File: config.mk
export PLATFORM = sky130hd
export DESIGN_NAME = detector_round_ctrl
export DESIGN_NICKNAME = d
export VERILOG_FILES = /design/src/rtl/detector_round_ctrl.sv
export SDC_FILE = /design/constraint.sdc
export NUM_CORES = 1
export LEC_CHECK = 0
export BUFFER_PORTS_ARGS = -buffer_cell sky130_fd_sc_hd__buf_2
export CORE_MARGIN = 3
export CORE_UTILIZATION = 45
export DETAILED_ROUTE_END_ITERATION = 16
export PLACE_DENSITY = 0.66
export RECOVER_POWER = 100
export SLEW_MARGIN = 20
export SYNTH_ARGS = -nofsm -noshare
export SYNTH_HDL_FRONTEND = slang
export SYNTH_SLANG_ARGS = --single-unit
File: constraint.sdc
create_clock -name clk -period 4.49 [get_ports clk]
set_input_delay 0.898 -clock clk [delete_from_list [all_inputs] [get_ports clk]]
set_output_delay 0.898 -clock clk [all_outputs]
set_load 0.05 [all_outputs]
File: src/rtl/detector_round_ctrl.sv
// detector_round_ctrl
//   Runs one race at a time on the first-signal detector. It clears and arms
//   the detector, waits for the first arrival (with an optional timeout),
//   classifies the locked result and hands it to the host over valid/ready.
//   It also keeps a saturating win count for each channel.
//
// Ports
//   clk, rst          system clock, asynchronous active-high reset
//   start             round request, honoured only while idle
//   timeout_cyc       round timeout in cycles (0 = wait forever), taken at start
//   det_rst_n         active-low reset to the detector
//   det_y             detector locked output {c,b,a}
//   res_valid/ready   result handshake
//   res_winner        locked det_y of the round (000 on timeout)
//   res_status        00 single, 01 tie, 10 timeout
//   res_latency       ARMED cycles before detection (timeout_cyc on timeout)
//   busy              high whenever a round is in progress
//   cnt_clr           synchronous clear of the win counters
//   win_cnt_a/b/c     saturating per-channel win counts
//
// state   | meaning
// --------+-------------------------------------------------------------
// IDLE    | detector held in reset, waiting for start
// CLEAR   | detector held in reset for two cycles before arming
// ARMED   | detector released, counting cycles until arrival or timeout
// REPORT  | result presented, detector stays locked until accepted
// HOLDOFF | detector back in reset for HOLDOFF cycles, then IDLE

module detector_round_ctrl #(
    parameter int TIMEOUT_W = 16,
    parameter int HOLDOFF   = 4,
    parameter int WIN_CNT_W = 8
) (
    input  logic                 clk,
    input  logic                 rst,
    input  logic                 start,
    input  logic [TIMEOUT_W-1:0] timeout_cyc,
    output logic                 det_rst_n,
    input  logic [2:0]           det_y,
    output logic                 res_valid,
    input  logic                 res_ready,
    output logic [2:0]           res_winner,
    output logic [1:0]           res_status,
    output logic [TIMEOUT_W-1:0] res_latency,
    output logic                 busy,
    input  logic                 cnt_clr,
    output logic [WIN_CNT_W-1:0] win_cnt_a,
    output logic [WIN_CNT_W-1:0] win_cnt_b,
    output logic [WIN_CNT_W-1:0] win_cnt_c
);

    localparam int HOLD_W = (HOLDOFF > 1) ? $clog2(HOLDOFF) : 1;

    localparam logic [1:0] STAT_SINGLE  = 2'b00;
    localparam logic [1:0] STAT_TIE     = 2'b01;
    localparam logic [1:0] STAT_TIMEOUT = 2'b10;

    typedef enum logic [2:0] {
        ST_IDLE,
        ST_CLEAR,
        ST_ARMED,
        ST_REPORT,
        ST_HOLDOFF
    } state_t;

    state_t                 state_q, state_d;
    logic [TIMEOUT_W-1:0]   tmo_q, tmo_d;
    logic [TIMEOUT_W-1:0]   lat_q, lat_d;
    logic                   clr_cnt_q, clr_cnt_d;
    logic [HOLD_W-1:0]      hold_q, hold_d;
    logic [2:0]             winner_q, winner_d;
    logic [1:0]             status_q, status_d;
    logic [TIMEOUT_W-1:0]   latency_q, latency_d;
    logic                   det_rst_n_q, det_rst_n_d;
    logic                   res_valid_q, res_valid_d;
    logic                   busy_q, busy_d;
    logic [WIN_CNT_W-1:0]   win_q [3];
    logic [WIN_CNT_W-1:0]   win_d [3];
    logic                   win_inc;

    always_comb begin
        state_d   = state_q;
        tmo_d     = tmo_q;
        lat_d     = lat_q;
        clr_cnt_d = clr_cnt_q;
        hold_d    = hold_q;
        winner_d  = winner_q;
        status_d  = status_q;
        latency_d = latency_q;
        win_inc   = 1'b0;

        case (state_q)
            ST_IDLE: begin
                if (start) begin
                    tmo_d     = timeout_cyc;
                    clr_cnt_d = 1'b0;
                    state_d   = ST_CLEAR;
                end
            end
            ST_CLEAR: begin
                if (clr_cnt_q) begin
                    lat_d   = '0;
                    state_d = ST_ARMED;
                end else begin
                    clr_cnt_d = 1'b1;
                end
            end
            ST_ARMED: begin
                // Detection is tested first so it wins over a same-cycle timeout.
                if (det_y != 3'b000) begin
                    winner_d  = det_y;
                    latency_d = lat_q;
                    case (det_y)
                        3'b001, 3'b010, 3'b100: status_d = STAT_SINGLE;
                        default:                status_d = STAT_TIE;
                    endcase
                    win_inc = 1'b1;
                    state_d = ST_REPORT;
                end else if ((tmo_q != '0) && (lat_q == tmo_q - TIMEOUT_W'(1))) begin
                    winner_d  = 3'b000;
                    latency_d = tmo_q;
                    status_d  = STAT_TIMEOUT;
                    state_d   = ST_REPORT;
                end else if (lat_q != '1) begin
                    lat_d = lat_q + TIMEOUT_W'(1);
                end
            end
            ST_REPORT: begin
                if (res_ready) begin
                    hold_d  = HOLD_W'(HOLDOFF - 1);
                    state_d = ST_HOLDOFF;
                end
            end
            ST_HOLDOFF: begin
                if (hold_q == '0) begin
                    state_d = ST_IDLE;
                end else begin
                    hold_d = hold_q - HOLD_W'(1);
                end
            end
            default: state_d = ST_IDLE;
        endcase

        // Outputs are registered from the next state so they line up with it.
        det_rst_n_d = (state_d == ST_ARMED) || (state_d == ST_REPORT);
        res_valid_d = (state_d == ST_REPORT);
        busy_d      = (state_d != ST_IDLE);

        for (int i = 0; i < 3; i++) begin
            win_d[i] = win_q[i];
            if (cnt_clr) begin
                win_d[i] = '0;
            end else if (win_inc && winner_d[i] && (win_q[i] != '1)) begin
                win_d[i] = win_q[i] + WIN_CNT_W'(1);
            end
        end
    end

    always_ff @(posedge clk or posedge rst) begin
        if (rst) begin
            state_q     <= ST_IDLE;
            tmo_q       <= '0;
            lat_q       <= '0;
            clr_cnt_q   <= 1'b0;
            hold_q      <= '0;
            winner_q    <= 3'b000;
            status_q    <= STAT_SINGLE;
            latency_q   <= '0;
            det_rst_n_q <= 1'b0;
            res_valid_q <= 1'b0;
            busy_q      <= 1'b0;
            for (int i = 0; i < 3; i++) begin
                win_q[i] <= '0;
            end
        end else begin
            state_q     <= state_d;
            tmo_q       <= tmo_d;
            lat_q       <= lat_d;
            clr_cnt_q   <= clr_cnt_d;
            hold_q      <= hold_d;
            winner_q    <= winner_d;
            status_q    <= status_d;
            latency_q   <= latency_d;
            det_rst_n_q <= det_rst_n_d;
            res_valid_q <= res_valid_d;
            busy_q      <= busy_d;
            for (int i = 0; i < 3; i++) begin
                win_q[i] <= win_d[i];
            end
        end
    end

    assign det_rst_n   = det_rst_n_q;
    assign res_valid   = res_valid_q;
    assign res_winner  = winner_q;
    assign res_status  = status_q;
    assign res_latency = latency_q;
    assign busy        = busy_q;
    assign win_cnt_a   = win_q[0];
    assign win_cnt_b   = win_q[1];
    assign win_cnt_c   = win_q[2];

endmodule

### Yosys cells after proc, flatten, opt, wreduce, memory -nomap -nowiden

Index checks and enable logic that the tools add are counted.

| word-level totals | value |
|---|---|
| logic and storage cells | 100 |
| output and inout port bits | 48 |
| flip-flop bits (word level) | 86 |
| bits of input ports | 24 |

| cells by class | value |
|---|---|
| equality and inequality tests | 21 |
| reduce and logical (&&, ||, !) cells | 26 |
| mux-type cells | 33 |
| $add $sub $neg | 6 |

Operator list:

| cell | number |
|---|---|
| 16-bit two-way mux | 6 |
| 8-bit two-way mux | 6 |
| 16-bit case mux with 2 select lines | 1 |
| 3-bit two-way mux | 9 |
| 8-bit by 1-bit adder with 8-bit output (second input constant) | 3 |
| 8-bit != test (second input constant) | 3 |
| 16-bit by 1-bit adder with 16-bit output (second input constant) | 1 |
| 16-bit equality test | 1 |
| 16-bit != test (second input constant) | 1 |
| 16-bit nonzero test | 1 |
| 16-bit by 1-bit subtractor with 16-bit output (second input constant) | 1 |
| 3-bit by 2-bit equality test with 1-bit output (second input constant) | 5 |
| 3-bit case mux with 5 select lines | 1 |
| 2-bit != test (second input constant) | 7 |
| 2-bit nonzero test | 7 |
| 2-bit two-way mux | 4 |
| 1-bit logical AND | 7 |
| 3-bit by 1-bit equality test with 1-bit output (second input constant) | 2 |
| 3-bit equality test (second input constant) | 2 |
| 2-bit AND reduction | 3 |
| 3-bit nonzero test | 2 |
| 5-bit AND reduction | 1 |
| 1-bit two-way mux | 4 |
| 2-bit case mux with 2 select lines | 1 |
| other kinds (7) | 7 |

### Longest topological paths before layout

| logic depth | value |
|---|---|
| depth in word-level cells | 10 |
| gate-level depth with buffers | 12 |
| mapped depth without buffers | 9 |

### Least setup slack after synthesis

OpenSTA, ideal clock, no wires.

| timing | value |
|---|---|
| path type | register to register |
| from | register tmo_q[0] |
| to | register status_q[0], in the netlist res_status[0] |
| path slack | 1.860 ns |
| arrival time | 2.506 ns |
| buffers on the path | 1 |
| stages on the path, launching flop included | 11 |
| library setup time | 0.125 ns |
| period minus slack after synthesis | 2.630 ns |
| data required time | 4.365 ns |
| path through | dfrtp_1 -> clkbuf_1 -> inv_1 -> ha_1 -> xor2_1 -> nand3_1 -> nor4b_1 -> o2111ai_1 -> nor4_4 -> or2_2 -> mux2_2 |

| on the way | value |
|---|---|
| word-level cells in the longest chain between the ends | 5 |
| elaborated cells between the ends (all ways) | 6 |
| classes of those cells | add/sub (1); eq/ne (1); reduce/logical (4) |

RTL lines:

| item | RTL line | text |
|---|---|---|
| start: declaration | 67 | `logic [TIMEOUT_W-1:0] tmo_q, tmo_d;` |
| start signal: assignment | 177 | `tmo_q <= tmo_d;` |
| 16-bit by 1-bit subtractor with 16-bit output | 119 | `end else if ((tmo_q != '0) && (lat_q == tmo_q - TIMEOUT_W'(1))) begin` |
| 16-bit equality test | 119 |  |
| 1-bit logical AND (*) | 119 |  |
| 2-bit nonzero test (no source line) (*) | - |  |
| 2-bit AND reduction (no source line) (*) | - |  |
| end signal: assignment | 182 | `status_q <= status_d;` |
| end: declaration | 72 | `logic [1:0] status_q, status_d;` |

Every way passes the cells marked *; elsewhere a longest branch is shown, timed or not.
A chain may end at the register's enable or synchronous reset.

### Worst setup path after layout

| timing | value |
|---|---|
| from | register state_q[1] |
| to | register lat_q[15] |

| on the way | value |
|---|---|
| word-level cells in the longest chain between the ends | 3 |
| elaborated cells between the ends (all ways) | 9 |
| classes of those cells | eq/ne (6); mux (1); reduce/logical (2) |

RTL lines:

| item | RTL line | text |
|---|---|---|
| start: declaration | 66 | `state_t state_q, state_d;` |
| start signal: assignment | 176 | `state_q <= state_d;` |
| 3-bit by 2-bit equality test with 1-bit output / 3-bit by 1-bit equality test with 1-bit output (equally long branches) | 92 | `case (state_q)` |
| 2-bit != test (no source line) / 2-bit nonzero test (equally long branches) | - |  |
| 5-bit AND reduction (no source line) | - |  |
| end signal: assignment | 178 | `lat_q <= lat_d;` |
| end: declaration | 68 | `logic [TIMEOUT_W-1:0] lat_q, lat_d;` |

Several ways; a longest one is shown, not always the timed one.

==> results_dict.tcl <==
set metrics [dict create \
    outcome "complete, but fails checks" \
    violations "max-capacitance violations, max-slew violations" \
    postCtsSetupBuffers 0 \
    cell_internal_pwr_mw 1.69 \
    gp_congestion 0.814 \
    powerDensity_nw_per_um2 615 \
    clock.fmax_mhz 293 \
    grt-ovfl-total 0 \
    avgSynthCellArea_um2 9.62 \
    finalSetupTns_ns 0 \
    drt_iter0_drc 273 \
    grt-busiest-layer "met1" \
    grt_use_met2 0.289 \
    die_w_um 108 \
    nets 576 \
    drv_slew 56 \
    placed_area_um2 5120 \
    leakage_nw 2.15 \
    insertion_delay_ns 0.37 \
    antenna_found_initial 0 \
    cap_violations 1 \
    async_flop_share 1.00 \
    switching_share 0.472 \
    cts_hold_buf 0 \
    hold_viol 0 \
    rsz0062_at_grt "false" \
    grt_max_degree 56 \
    hold_class "flop to flop" \
    die-area_um2 11700 \
    cp_max_fo 50 \
    n_antenna_cell 0 \
    clockBufferDepth 2 \
    clk_pin_slew_ns 0.08 \
    vias 3795 \
    syn-cell-area_um2 4690 \
    start_util 0.472 \
    wl_per_cell_um 16.2 \
    skew_ns 0.00609 \
    use_met3 0.0418 \
    crit_type "flop to flop" \
    syn-num-nets 518 \
    detail-route-antenna-nets 0 \
    netlist_instances 488 \
    grt_pass1_wl_um 19100 \
    htreeDepth 3 \
    start_kind "flop" \
    vias_per_cell 5.55 \
    finalCriticalPeriod_ns 3.42 \
    ys_seq_area_frac 0.458 \
    syn_to_final_growth_pct 10.8 \
    cts_root_buf "clkbuf_8" \
    fin_area_um2 5200 \
    power_switching_mw 1.51 \
    tightest_slew_ns 2.39 \
    drive_above_1_share 0.114 \
    port_buffers 71 \
    ys_types 49 \
    synthFlopType "dfrtp_1" \
    synth-edff-count 0 \
    end_kind "flop" \
    max_slew_margin -0.601 \
    synth_warnings 0 \
    drt_drc_violations_left 0 \
    drt_pass1_iterations 4 \
    mostFrequentLayoutCell "dfrtp_1" \
    cts_resized 0 \
    p_comb_frac 0.431 \
    clock-sinks 86 \
    ys_ff_latch 86 \
    row_count 36 \
    reg2reg_slack_ns 1.07 \
    pwr-share-clk 0.166 \
    coreArea_um2 9950 \
    layout_common_cells "dfrtp_1 (86), clkbuf_1 (53), a21oi_1 (44)" \
    finalCritPeriodShare 0.761 \
    die_h_um 108 \
    grt_use_met1 0.313 \
    finalSetupViolations 0 \
    required_ns 4.79 \
    grt_pass1_vias 3789 \
    cts_tree "built" \
    wl_um 11100 \
    crit_arrival_ns 3.72 \
    grt_usage 0.206 \
    dp_hpwl_um 7910 \
    cts_made_buffers 9 \
    ir_drop_uv 283 \
    ios 72 \
    seqPwrFrac 0.402 \
]
==> state kept, by name (all words and copies together) (netlist names) <==
| signal | flops |
|---|---|
| busy | 1 |
| clr_cnt_q | 1 |
| det_rst_n | 1 |
| hold_q | 2 |
| lat_q | 16 |
| res_latency | 16 |
| res_status | 2 |
| res_valid | 1 |
| res_winner | 3 |
| state_q | 3 |
| tmo_q | 16 |
| win_cnt_a | 8 |
| win_cnt_b | 8 |
| win_cnt_c | 8 |
==> through the flow <==
| step | utilization | hold slack (ns) | std cells | total power [mW] | setup slack, ns |
|---|---|---|---|---|---|
| after floorplan | - | 0.487 | 488 | 2.38 | 1.37 |
| after global placement | 0.514 | 0.489 | 668 | 2.71 | 1.47 |
| after detailed placement | 0.514 | 0.498 | 668 | 2.73 | 1.39 |
| after CTS | 0.532 | 0.518 | 684 | 3.28 | 1.39 |
| after global routing | 0.523 | 0.542 | 684 | 3.42 | 0.655 |
| final | 0.523 | 0.509 | 684 | 3.20 | 1.07 |
==> cell families after synthesis <==
| kind of cell | count (synthesis) | synth area share |
|---|---|---|
| buf+inv | 43 | 0.0445 |
| compound gates | 89 | 0.106 |
| fa+ha+maj | 7 | 0.0181 |
| flops | 86 | 0.458 |
| mux | 34 | 0.0762 |
| xor+xnor | 35 | 0.0653 |
| simple gates | 194 | 0.231 |
==> layout make-up <==
type,instances,area (um2)
Clock buffer,12,135
Clock inverter,4,47.5
Fill cell,968,4750
Inverter,12,46.3
Multi-Input combinational cell,359,2320
Sequential cell,86,2150
Tap cell,133,166
Timing Repair Buffer,78,338
==> metal layers <==
| layer | up-vias | wire length (um) |
|---|---|---|
| met4 | 0 | 212 |
| met1 | 1813 | 5520 |
| met2 | 98 | 4770 |
| met3 | 16 | 611 |
| li1 | 1868 | - |
| met5 | - | 0 |
==> synthesized netlist by cell type (all sizes together) (3+ instances only) <==
cell type | instances | area [um2]
mux2i | 20 | 200
nor4 | 5 | 76.3
or3 | 20 | 125
nor3b | 5 | 42.5
inv | 12 | 45.0
o21ai | 28 | 140
mux2 | 14 | 158
o31ai | 4 | 30.0
nand2 | 24 | 90.1
nor4b | 4 | 35.0
or4 | 4 | 30.0
a21oi | 44 | 220
ha | 6 | 75.1
and2 | 3 | 18.8
buf | 11 | 87.6
clkbuf | 20 | 76.3
nor2 | 42 | 158
and4 | 3 | 26.3
nor3 | 25 | 125
xnor2 | 15 | 131
nor2b | 5 | 31.3
and3 | 16 | 105
nand3 | 17 | 85.1
nand4 | 16 | 100
dfrtp | 86 | 2150
xor2 | 20 | 175
==> worst max-delay path, cell delays in order (launching register included) <==
cell       delay, ns
dfrtp_1         0.53
nor3b_1         0.22
clkbuf_1        0.44
nand3_1         0.13
nor4b_1         0.36
o2111ai_1       0.17
nor4_1          0.35
clkbuf_2        0.71
o21ai_0         0.24
a21oi_1         0.17
==> power groups by stage <==
stage | clock [mW] | combinational [mW] | sequential (mW)
detailed placement | 0 | 1.43 | 1.30
global placement | 0 | 1.42 | 1.29
CTS | 0.550 | 1.44 | 1.29
finish | 0.533 | 1.38 | 1.29
global route | 0.581 | 1.51 | 1.33
floorplan | 0 | 0.840 | 1.53
==> worst paths after layout <==
| check | start | end | cells past startpoint |
|---|---|---|---|
| min reg2reg | res_status[1] | res_status[1] | 2 |
| max | state_q[1] | lat_q[15] | 9 |
| max reg2reg | state_q[1] | lat_q[15] | 9 |
| min in group asynchronous | rst | res_status[1] | 2 |
| max in group asynchronous | rst | res_status[0] | 3 |
| min | res_status[1] | res_status[1] | 2 |
Note: power is estimated with default switching activity, not from simulation.
